===== config.mk =====
export PLATFORM = sky130hd
export DESIGN_NAME = irq_controller
export DESIGN_NICKNAME = d
export VERILOG_FILES = /design/src/rtl/irq_pkg.sv /design/src/rtl/irq_capture.sv /design/src/rtl/irq_controller.sv
export SDC_FILE = /design/constraint.sdc
export NUM_CORES = 1
export LEC_CHECK = 0
export ABC_AREA = 1
export ABC_CLOCK_PERIOD_IN_PS = 4300
export CORE_MARGIN = 3
export CORE_UTILIZATION = 57
export DETAILED_ROUTE_END_ITERATION = 7
export PLACE_DENSITY = 0.92
export SLEW_MARGIN = 20
export SYNTH_ARGS = -nofsm -noshare
export SYNTH_HDL_FRONTEND = slang
export SYNTH_SLANG_ARGS = --single-unit

===== constraint.sdc =====
create_clock -name clk_i -period 4.3 [get_ports clk_i]
set_input_delay 0.43 -clock clk_i [delete_from_list [all_inputs] [get_ports clk_i]]
set_output_delay 0.43 -clock clk_i [all_outputs]
set_load 0.05 [all_outputs]

===== src/rtl/irq_pkg.sv =====
// Shared constants, state type and priority helpers for the interrupt controller.
package irq_pkg;

    localparam int unsigned NSRC  = 7;
    localparam int unsigned IDX_W = $clog2(NSRC);

    localparam int unsigned IRQ_TIMER3 = 6;
    localparam int unsigned IRQ_TIMER2 = 5;
    localparam int unsigned IRQ_TIMER1 = 4;
    localparam int unsigned IRQ_TIMER0 = 3;
    localparam int unsigned IRQ_RX0    = 2;
    localparam int unsigned IRQ_TX0    = 1;
    localparam int unsigned IRQ_MMU    = 0;

    localparam logic [1:0] REG_MASK = 2'd0;
    localparam logic [1:0] REG_PEND = 2'd1;
    localparam logic [1:0] REG_MODE = 2'd2;
    localparam logic [1:0] REG_CTRL = 2'd3;

    typedef enum logic [1:0] {IDLE, PRESENT, GAP} irq_state_t;

    // Highest set bit wins; bit 6 (timer3) is the highest priority.
    function automatic logic [IDX_W-1:0] prio_winner(input logic [NSRC-1:0] v);
        logic [IDX_W-1:0] w;
        w = '0;
        for (int i = 0; i < NSRC; i++) begin
            if (v[i]) w = IDX_W'(i);
        end
        return w;
    endfunction

    function automatic logic [NSRC-1:0] onehot(input logic [IDX_W-1:0] idx);
        return {{(NSRC-1){1'b0}}, 1'b1} << idx;
    endfunction

endpackage


===== src/rtl/irq_capture.sv =====
// Per-source capture: optional 2-flop synchroniser (IRQ_SYNC_EN), edge/level detect, pending bit.
module irq_capture (
    input  logic clk,
    input  logic rst_n,
    input  logic raw,
    input  logic level,
    input  logic clr,
    output logic pend,
    output logic pend_next
);

    logic s;
    logic prev_q;
    logic pend_q;

`ifdef IRQ_SYNC_EN
    logic [1:0] sync_q;

    always_ff @(posedge clk or negedge rst_n) begin
        if (!rst_n) begin
            sync_q <= '0;
        end else begin
            sync_q <= {sync_q[0], raw};
        end
    end

    assign s = sync_q[1];
`else
    assign s = raw;
`endif

    // A new edge beats a clear arriving in the same cycle.
    always_comb begin
        pend_next = level ? s : ((s & ~prev_q) | (pend_q & ~clr));
    end

    always_ff @(posedge clk or negedge rst_n) begin
        if (!rst_n) begin
            prev_q <= 1'b0;
            pend_q <= 1'b0;
        end else begin
            prev_q <= s;
            pend_q <= pend_next;
        end
    end

    assign pend = pend_q;

endmodule


===== src/rtl/irq_controller.sv =====
// Interrupt capture/delivery stage feeding the CPU priority encoder.
// Define IRQ_SYNC_EN to add a 2-flop synchroniser on every raw request line.
module irq_controller
    import irq_pkg::*;
#(
    parameter logic [NSRC-1:0] MODE_RST = 7'h01
) (
    input  logic       clk_i,
    input  logic       rst_i,
    input  logic [3:0] timer_in,
    input  logic [1:0] serial0_in,
    input  logic       mmu_in,
    input  logic       ack_i,
    input  logic       we_i,
    input  logic [1:0] adr_i,
    input  logic [7:0] dat_i,
    output logic [7:0] dat_o,
    output logic [3:0] timer_out,
    output logic [1:0] serial0_out,
    output logic       mmu_out,
    output logic       enabled,
    output logic       irq_pending
);

    logic [NSRC-1:0] raw;
    logic [NSRC-1:0] mask_q, mask_d;
    logic [NSRC-1:0] mode_q, mode_d;
    logic            ctrl_q, ctrl_d;
    logic [NSRC-1:0] w1c;
    logic [NSRC-1:0] clr;
    logic [NSRC-1:0] pend, pend_d;
    logic [NSRC-1:0] masked;
    logic [NSRC-1:0] req_q;
    logic [IDX_W-1:0] win_q, winner;
    irq_state_t      state_q;
    logic            cancel;
    logic            pending_q;
    logic            unused_dat;

    assign raw        = {timer_in, serial0_in, mmu_in};
    assign unused_dat = dat_i[7];

    always_comb begin
        mask_d = mask_q;
        mode_d = mode_q;
        ctrl_d = ctrl_q;
        w1c    = '0;
        if (we_i) begin
            unique case (adr_i)
                REG_MASK: mask_d = dat_i[NSRC-1:0];
                REG_PEND: w1c    = dat_i[NSRC-1:0];
                REG_MODE: mode_d = dat_i[NSRC-1:0];
                REG_CTRL: ctrl_d = dat_i[0];
                default:  ;
            endcase
        end
    end

    always_ff @(posedge clk_i or negedge rst_i) begin
        if (!rst_i) begin
            mask_q <= '0;
            mode_q <= MODE_RST;
            ctrl_q <= 1'b0;
        end else begin
            mask_q <= mask_d;
            mode_q <= mode_d;
            ctrl_q <= ctrl_d;
        end
    end

    assign clr = w1c | ((state_q == PRESENT && ack_i) ? onehot(win_q) : '0);

    for (genvar i = 0; i < NSRC; i++) begin : g_cap
        irq_capture u_cap (
            .clk       (clk_i),
            .rst_n     (rst_i),
            .raw       (raw[i]),
            .level     (mode_q[i]),
            .clr       (clr[i]),
            .pend      (pend[i]),
            .pend_next (pend_d[i])
        );
    end

    assign masked = pend & mask_q;
    assign winner = prio_winner(masked);

    // Judge withdrawal on next-state values so a request never outlives its cause by a cycle.
    assign cancel = !mask_d[win_q] || !pend_d[win_q] || !ctrl_d;

    always_ff @(posedge clk_i or negedge rst_i) begin
        if (!rst_i) begin
            state_q <= IDLE;
            win_q   <= '0;
            req_q   <= '0;
        end else begin
            unique case (state_q)
                IDLE: begin
                    if (ctrl_q && |masked) begin
                        win_q   <= winner;
                        req_q   <= onehot(winner);
                        state_q <= PRESENT;
                    end else begin
                        req_q <= '0;
                    end
                end
                PRESENT: begin
                    if (ack_i) begin
                        req_q   <= '0;
                        state_q <= GAP;
                    end else if (cancel) begin
                        req_q   <= '0;
                        state_q <= IDLE;
                    end
                end
                GAP: begin
                    req_q   <= '0;
                    state_q <= IDLE;
                end
                default: begin
                    req_q   <= '0;
                    state_q <= IDLE;
                end
            endcase
        end
    end

    always_ff @(posedge clk_i or negedge rst_i) begin
        if (!rst_i) begin
            pending_q <= 1'b0;
        end else begin
            pending_q <= |(pend_d & mask_d);
        end
    end

    always_comb begin
        dat_o = '0;
        unique case (adr_i)
            REG_MASK: dat_o = {1'b0, mask_q};
            REG_PEND: dat_o = {1'b0, pend};
            REG_MODE: dat_o = {1'b0, mode_q};
            REG_CTRL: dat_o = {7'b0, ctrl_q};
            default:  dat_o = '0;
        endcase
    end

    assign timer_out   = req_q[6:3];
    assign serial0_out = req_q[2:1];
    assign mmu_out     = req_q[0];
    assign enabled     = ctrl_q;
    assign irq_pending = pending_q;

endmodule


# Word level (Yosys, flattened, before mapping)
# Index checks and enable logic that the tools add are counted.
totals:
  regBits: 42
  latchBits: 0
  ramBits: 0
  rom_bits: 0
  inputBits: 21
  output_inout_bits: 17
  n_memories: 0
classes:
  n_addsub: 0
  multipliers: 0
  n_div: 0
  n_lt_le_gt_ge: 1
  n_eq_ne: 6
  shift: 2
  mux: 33
  bitwise_logic: 38
  reduce_logical: 14
ops:
  columns: ["cell", "count"]
  rows:
  - ["two-way mux 7 bit", 8]
  - ["one-hot mux 8 bit (4 select lines)", 1]
  - ["two-way mux 3 bit", 5]
  - ["bitwise AND 1 bit", 14]
  - ["bitwise AND 7 bit", 2]
  - ["inverter 1 bit", 14]
  - ["one-hot mux 7 bit (2 select lines)", 1]
  - ["OR reduction 7 bit", 2]
  - ["left shift 1 x 3 -> 7 bit (first input constant)", 2]
  - ["two-way mux 1 bit", 12]
  - ["bitwise OR 1 bit", 7]
  - ["bitwise OR 7 bit", 1]
  - ["binary-select mux 1 bit (select 3 bit)", 2]
  - ["two-way mux 2 bit", 3]
  - ["AND reduction 2 bit", 3]
  - ["equality test 2 x 1 -> 1 bit (second input constant)", 2]
  - ["equality test 2 bit (second input constant)", 2]
  - ["logical NOT 2 bit", 2]
  - ["< comparator 3 x 4 -> 1 bit (second input constant)", 1]
  - ["one-hot mux 2 bit (2 select lines)", 1]
  - ["logical NOT 1 bit", 3]
  - ["inequality test 3 bit (second input constant)", 1]
  - ["logical AND 1 bit", 2]
  - ["logical OR 1 bit", 2]
  - ["inequality test 2 bit (second input constant)", 1]

# Longest topological paths before layout
# Gate-level depths: netlist of run 1.
depth:
  word_depth: 16
  depth_mapped: 13
  mapped_depth_nobuf: 12

# By module
# A second synthesis of run 1 with hierarchy kept.
hier_totals:
  hier_cells: 286
  hier_area_um2: 2179.6
by_module_without_submodules:
  columns: ["mod", "instances", "cells_each", "area_each_um2"]
  rows:
  - ["irq_controller", 1, 230, 1662.8]
  - ["irq_capture", 7, 8, 73.8]

# Least setup slack after synthesis of run 1
# OpenSTA, ideal clock, no wires.
synth_path:
  path_kind: "input to output"
  start: "input port adr_i[1]"
  end: "output port dat_o[3]"
  t_arrival_ps: 1393
  required_ps: 3870
  slack_ps: 2477
  cell_stages: 3
  n_path_buf: 0
  cell_sequence: "inv_1 -> nand2_2 -> o211ai_1"
synth_between:
  elab_chain_len: 2
  elab_cells_between_ends: 5
  classes_between: "3 x eq/ne; 1 x mux; 1 x reduce/logical"
synth_lines:
  columns: ["element", "line_no", "text"]
  rows:
  - ["start: declaration", "irq_controller.sv:15", "input logic [1:0] adr_i,"]
  - ["equality test 2 bit (tied with other cells)", "irq_controller.sv:138", "unique case (adr_i)"]
  - ["one-hot mux 8 bit (4 select lines) (*)", "irq_controller.sv:138", null]
  - ["end: declaration", "irq_controller.sv:17", "output logic [7:0] dat_o,"]
# Mark *: on every way between the ends. The rest lies on a longest branch, timed or not. The select of a mux whose other input is x is not followed.

# Worst setup path in the final report of run 1
layout_path:
  start: "input port adr_i[1]"
  end: "output port dat_o[0]"
# Same word-level chain as after synthesis.

==> results by group, run 1 <==
Clocking
  – Clock slew at reported path FFs: 0.08 ns
  – Post-CTS Hold Buffers: 0
  – CTS Buf Count: 5
  – CTS tree: built
  – Clock Latency Late Sink: 0.30 ns
  – Clk buf depth: 2
  – Clock Tree Root: clkbuf_8
  – Post_cts resized: 0
  – Post-CTS setup buffer count: 0
  – Clk sinks: 42
  – Htree depth: 2

GRT
  – Initial antenna violation count: 0
  – Largest net degree at the start of global routing: 43
  – Congestion Overflow GR: 0
  – Total Routing Usage GR: 24.5%
  – First-pass GRT wire length: 8400 microns
  – Vias in the first global route: 1944

Setup path
  – Critical Path, Cell by Cell: clkdlybuf4s50_1, inv_1, nor2_1, nand2_1, nand4_1, clkdlybuf4s50_1
  – Crit Path Category: in2out
  – Delay of the slowest critical-path stage: 0.80 ns
  – Crit path max fanout: 8
  – CP Data Arrival Time: 2.76 ns
  – Crit path launch type: input port
  – CP max stage cell: clkdlybuf4s50_1
  – Crit path capture type: primary output
  – CP dominant cell by count: clkdlybuf4s50_1
  – WP data required: 3.87 ns

Floorplan
  – Std cell rows: 22
  – Core Region: 3720 sq um
  – Initial Utilization: 59.8%
  – Die span in y: 68.4 microns
  – Full die area: 4680 sq um
  – IO Pins: 38
  – Die width: 68.4 microns

STA
  – Setup TNS: 0 ns
  – Slew Limit Fails: 0
  – Tightest Pin Transition: 0.903 ns
  – Worst slew margin: 39.8%
  – RSZ-0062 raised after global routing: no
  – Endpoints failing hold: 0
  – Final setup viols: 0
  – Clk_skew: 0.00656 ns
  – Peak Freq: 314 MHz
  – Min cycle time layout: 3.19 ns
  – Fin crit share: 74.1%

Worst hold path
  – Worst hold path type: in2async

Yosys
  – FFs w/ async S/R, synth: 100%
  – Synth Register Bits: 42
  – Register area share after synthesis: 47.4%
  – Mean Syn Cell Area: 7.28 sq um
  – Synthesized cell area: 2220 sq um
  – Yosys cell types: 24
  – Post-Syn Instances: 305
  – Primary FF master, synth: dfrtp_1
  – Net Count, Synth: 326
  – Post-synth EDFFs: 0
  – Ys Warns: 0

Drt
  – DR iter-0 viols: 174
  – Pre-antenna DRT Iters: 5
  – DR WL/cell: 14.0 microns
  – Vias per Instance: 5.51
  – Post-route ant nets: 0
  – Post-Route WL: 5480 microns
  – DRC Markers: 0
  – Vias: 2154

Pwr
  – Pwr/cell area: 496 nW/um^2
  – P_int: 0.000806 W
  – Combinational group share of total power: 37.2%
  – Sw frac: 39.9%
  – VDD IR-drop max: 0.000338 V
  – Clk pwr share: 23.9%
  – Reg power frac: 38.9%
  – Sw power: 0.000535 W
  – P_leak: 1.41 nW

Cells and area
  – Final nets: 364
  – ANT cells: 0
  – Area Growth Syn to Fin: 21.8%
  – Layout cells sized above 1: 7.29%
  – Fin cells: 391
  – Most common cell after layout, fill and taps aside: nand2_1
  – Most frequent cells in the layout: nand2_1 (126), dfrtp_1 (41), inv_1 (34), clkdlybuf4s50_1 (34), nand3_1 (33)

Placed design
  – Inst Count DP: 384
  – DPL Wire Length: 3760 microns
  – Port-buffer cells: 35
  – Gpl congestion: 0.878

Outcome
  – Status: completed

Flow run
  – Max_cap viols: 0
## state kept, by name (all words and copies together), names as in the netlist
register	cells
mask_q	7
g_cap.u_cap.prev_q	7
req_q	7
state_q	2
mode_q	7
g_cap.u_cap.pend	7
enabled	1
irq_pending	1
win_q	3
## area by class of cell
cell class                      instances  area, sq um
Sequential cell                        42         1050
Timing Repair Buffer                   35          345
Fill cell                             264         1010
Multi-Input combinational cell        223         1000
Clock inverter                          1         30.0
Clock buffer                            6         82.6
Inverter                               36          135
Tap cell                               48         60.1
## worst paths after layout
kind / cells past startpoint / slack (ns) / to / from
setup / recovery: 6 / 1.11 / dat_o[0] / adr_i[1]
hold / removal: 1 / 0.25 / irq_pending$_DFF_PN0_ / rst_i
setup reg to reg: 8 / 2.54 / req_q[0]$_DFFE_PN0P_ / g_cap[3].u_cap.pend$_DFF_PN0_
hold reg to reg: 2 / 0.51 / req_q[4]$_DFFE_PN0P_ / req_q[4]$_DFFE_PN0P_
max in group asynchronous: 1 / 3.48 / mask_q[5]$_DFF_PN0_ / rst_i
min in group clk_i: 2 / 0.51 / req_q[4]$_DFFE_PN0P_ / req_q[4]$_DFFE_PN0P_
## cell usage after synthesis (2+ instances only)
library cell	instances	area [sq um]
o21ai_0	10	50.1
a221oi_1	2	17.5
nand2_2	4	25.0
nor2_1	30	113
a21oi_1	3	15.0
dfrtp_1	41	1030
nand4_1	2	12.5
inv_2	2	7.51
o21ai_2	4	35.0
buf_4	2	15.0
inv_1	34	128
nand3_1	33	165
mux2_2	2	22.5
nand2_1	126	473
## power groups by stage
stage	clock network (W)	logic (W)	registers, W
floorplan	0	0.000313	0.000552
global placement	0	0.000471	0.000523
detailed placement	0	0.000480	0.000526
CTS	0.000326	0.000491	0.000519
global route	0.000340	0.000544	0.000529
finish	0.000321	0.000499	0.000521
## metrics by stage
stage               cell area, sq um  hold slack (ns)  util (%)  setup slack (ns)  total power [W]
finish                          2710            0.250      72.8              1.11          0.00134
global route                    2710            0.328      72.8              1.05          0.00141
CTS                             2710            0.286      72.8              1.15          0.00134
detailed placement              2590            0.486      69.8              1.18          0.00101
global placement                2590            0.486      69.8              1.21         0.000995
floorplan                       2220            0.134         -              2.48         0.000865
## metal layers
metal,vias up,track usage (%),share of wire [%]
met3,20,8.37,8.9
met1,995,29.4,41
li1,1025,-,-
met5,-,0,0
met2,114,38.9,48
met4,0,12.4,2.7
## cell families (layout without fill, tap and decap cells)
kind of cell | Yosys count | count (layout) | synth area share (%)
other | 1 | 1 | 0.169
AOI/OAI and AO/OA | 22 | 22 | 7.10
muxes | 2 | 2 | 1.01
DFF | 42 | 42 | 47.4
and+or+nand+nor | 198 | 198 | 36.7
buffers and inverters | 40 | 78 | 7.61
## critical path: cells and delay by family
kind	cells	cell delay, ns
buf+inv	3	1.50
simple gates	3	0.83
No activity file was read; power rests on OpenSTA's default activity.
==> run 2: changes to the inputs <==
--- a/config.mk
+++ b/config.mk
@@ -6,11 +6,11 @@
 export NUM_CORES = 1
 export LEC_CHECK = 0
 export ABC_AREA = 1
-export ABC_CLOCK_PERIOD_IN_PS = 4300
+export ABC_CLOCK_PERIOD_IN_PS = 2600
 export CORE_MARGIN = 3
-export CORE_UTILIZATION = 57
+export CORE_UTILIZATION = 47
 export DETAILED_ROUTE_END_ITERATION = 7
-export PLACE_DENSITY = 0.92
+export PLACE_DENSITY = 0.82
 export SLEW_MARGIN = 20
 export SYNTH_ARGS = -nofsm -noshare
 export SYNTH_HDL_FRONTEND = slang
==> constraint.sdc (replaced) <==
create_clock -name clk_i -period 2.6 [get_ports clk_i]
set_input_delay 0.26 -clock clk_i [delete_from_list [all_inputs] [get_ports clk_i]]
set_output_delay 0.26 -clock clk_i [all_outputs]
set_load 0.05 [all_outputs]
==> run 2 against run 1 <==
Clock skew up 0.0056 ns. Power up 62%. Critical endpoint is now req_q[0]$_DFFE_PN0P_. Largest cell class unchanged. First-iteration DRC count down 4.0%. Count of clock-buffer cells in the layout up 1. Largest power group is now combinational logic.
==> results by group, run 2 (synthesized netlist as in run 1, its figures left out) <==
Drt
  – Detail Route met2 WL: 2620 microns
  – Post-Route WL: 5310 microns
  – DR WL/cell: 13.3 microns
  – Wl on met1: 2300 microns
  – Pre-antenna DRT Iters: 4
  – Vias per Instance: 5.15
  – DRC Markers: 0
  – Metal3 WL: 291 microns
  – DR iter-0 viols: 167
  – Top sig layer: met4
  – Vias: 2058
  – Post-route ant nets: 0

Outcome
  – Status: completed

Setup path
  – Critical Path, Cell by Cell: clkdlybuf4s50_1, nand2_4, nand2_2, nand3_1, nand2_1, inv_1, nand2_1, nor2_1, nand2_1, a21oi_4, nand3_1, nand2_1
  – CP dominant cell by count: nand2_1
  – Reg-to-Reg Start: g_cap[3].u_cap.pend$_DFF_PN0_
  – Crit path launch type: input port
  – Delay of the slowest critical-path stage: 0.74 ns
  – Worst reg-to-reg setup slack: 0.86 ns
  – Crit path max-delay family: simple AND/OR/NAND/NOR gates
  – Reg2reg end: req_q[2]$_DFFE_PN0P_
  – CP Data Arrival Time: 2.30 ns
  – Crit path capture type: register
  – Critical Path Start: we_i
  – CP max stage cell: clkdlybuf4s50_1
  – WP data required: 2.83 ns
  – Crit path max fanout: 12
  – WP buf/inv: 2
  – Crit Path Category: in2reg
  – R2R depth: 8

STA
  – Min cycle time layout: 2.06 ns
  – Slew Limit Fails: 0
  – Worst slew margin: 38.6%
  – RSZ-0062 raised after global routing: no
  – Tightest Pin Transition: 0.920 ns
  – Hold_ws: 0.0896 ns
  – Endpoints failing hold: 0
  – Setup ws final: 0.535 ns
  – Setup TNS: 0 ns
  – Fin crit share: 79.4%
  – Final setup viols: 0
  – Clk_skew: 0.0121 ns
  – Peak Freq: 484 MHz

Floorplan
  – Die span in y: 74.7 microns
  – Core Region: 4440 sq um
  – Die width: 74.7 microns
  – Initial Utilization: 50.0%
  – IO Pins: 38
  – Full die area: 5590 sq um
  – Std cell rows: 24

GRT
  – Total Routing Usage GR: 20.9%
  – Largest net degree at the start of global routing: 43
  – First-pass GRT wire length: 8890 microns
  – Congestion Overflow GR: 0
  – Initial antenna violation count: 0
  – Vias in the first global route: 1980

Clocking
  – CTS Buf Count: 5
  – Post-CTS Hold Buffers: 0
  – Htree depth: 2
  – Clock slew at reported path FFs: 0.09 ns
  – Clk buf depth: 2
  – Post-CTS setup buffer count: 0
  – Post_cts resized: 0
  – Clock Latency Late Sink: 0.30 ns
  – CTS tree: built
  – Clock Tree Root: clkbuf_8
  – Clk sinks: 42

Cells and area
  – Final nets: 368
  – Area Growth Syn to Fin: 25.6%
  – ANT cells: 0
  – Most frequent cells in the layout: nand2_1 (126), dfrtp_1 (41), inv_1 (34)
  – Layout cells sized above 1: 10.3%
  – Most common cell after layout, fill and taps aside: nand2_1

Flow run
  – Max_cap viols: 0

Placed design
  – DP Worst Slack: 0.268 ns
  – DPL Wire Length: 3940 microns
  – Gpl congestion: 0.916
  – Port-buffer cells: 35

Pwr
  – VDD IR-drop max: 0.000343 V
  – Overall power: 0.00217 W
  – P_leak: 1.45 nW
  – Pwr/cell area: 778 nW/um^2

Worst hold path
  – Worst hold path type: in2async
run 2: area by class of cell:
| type | count | area [sq um] |
|---|---|---|
| clock inverter | 1 | 5.00 |
| inverter | 36 | 135 |
| clock buffer | 7 | 86.3 |
| tap | 52 | 65.1 |
| sequential | 42 | 1050 |
| multi-input combinational | 223 | 1000 |
| fill | 385 | 1660 |
| timing repair buffer | 39 | 445 |
run 2: worst reg2reg max path, cell delays in order (launching register included):
cell and delay, ns:
dfrtp_1 0.35, inv_1 0.07, o21ai_0 0.33, a221oi_1 0.12, nand2_1 0.09, nand3_1 0.19, nor2_1 0.31, nand3_1 0.12
nand2_1 0.09
run 2: per-stage QoR:
stage                     util [%]  instance area [sq um]  std cells
after floorplan                  -                   2220        305
after global placement        60.7                   2700        392
after detailed placement      60.7                   2700        392
after CTS                     62.8                   2790        400
after global routing          62.8                   2790        400
final                         62.8                   2790        400
run 2: how the worst max path moves through the flow:
| stage | cells after the start | endpoint |
|---|---|---|
| 6_report | 12 | req_q[0]$_DFFE_PN0P_ |
| 2_1_floorplan | 3 | dat_o[3] |
| 3_3_place_gp | 12 | req_q[0]$_DFFE_PN0P_ |
| 5_1_grt | 12 | req_q[0]$_DFFE_PN0P_ |
| 3_5_place_dp | 12 | req_q[0]$_DFFE_PN0P_ |
| 4_1_cts | 12 | req_q[0]$_DFFE_PN0P_ |
run 2: metal layers:
layer	GRT usage, %	vias up
met5	0	-
met4	6.72	0
met3	4.41	10
met2	34.1	57
met1	28.0	959
li1	-	1032
run 2: power by group:
part / leakage (nW) / internal, W / switching, W
logic: 0.891 / 0.000301 / 0.000562
registers: 0.515 / 0.000765 / 0.0000944
clock network: 0.0482 / 0.000215 / 0.000233
total: 1.45 / 0.00128 / 0.000889
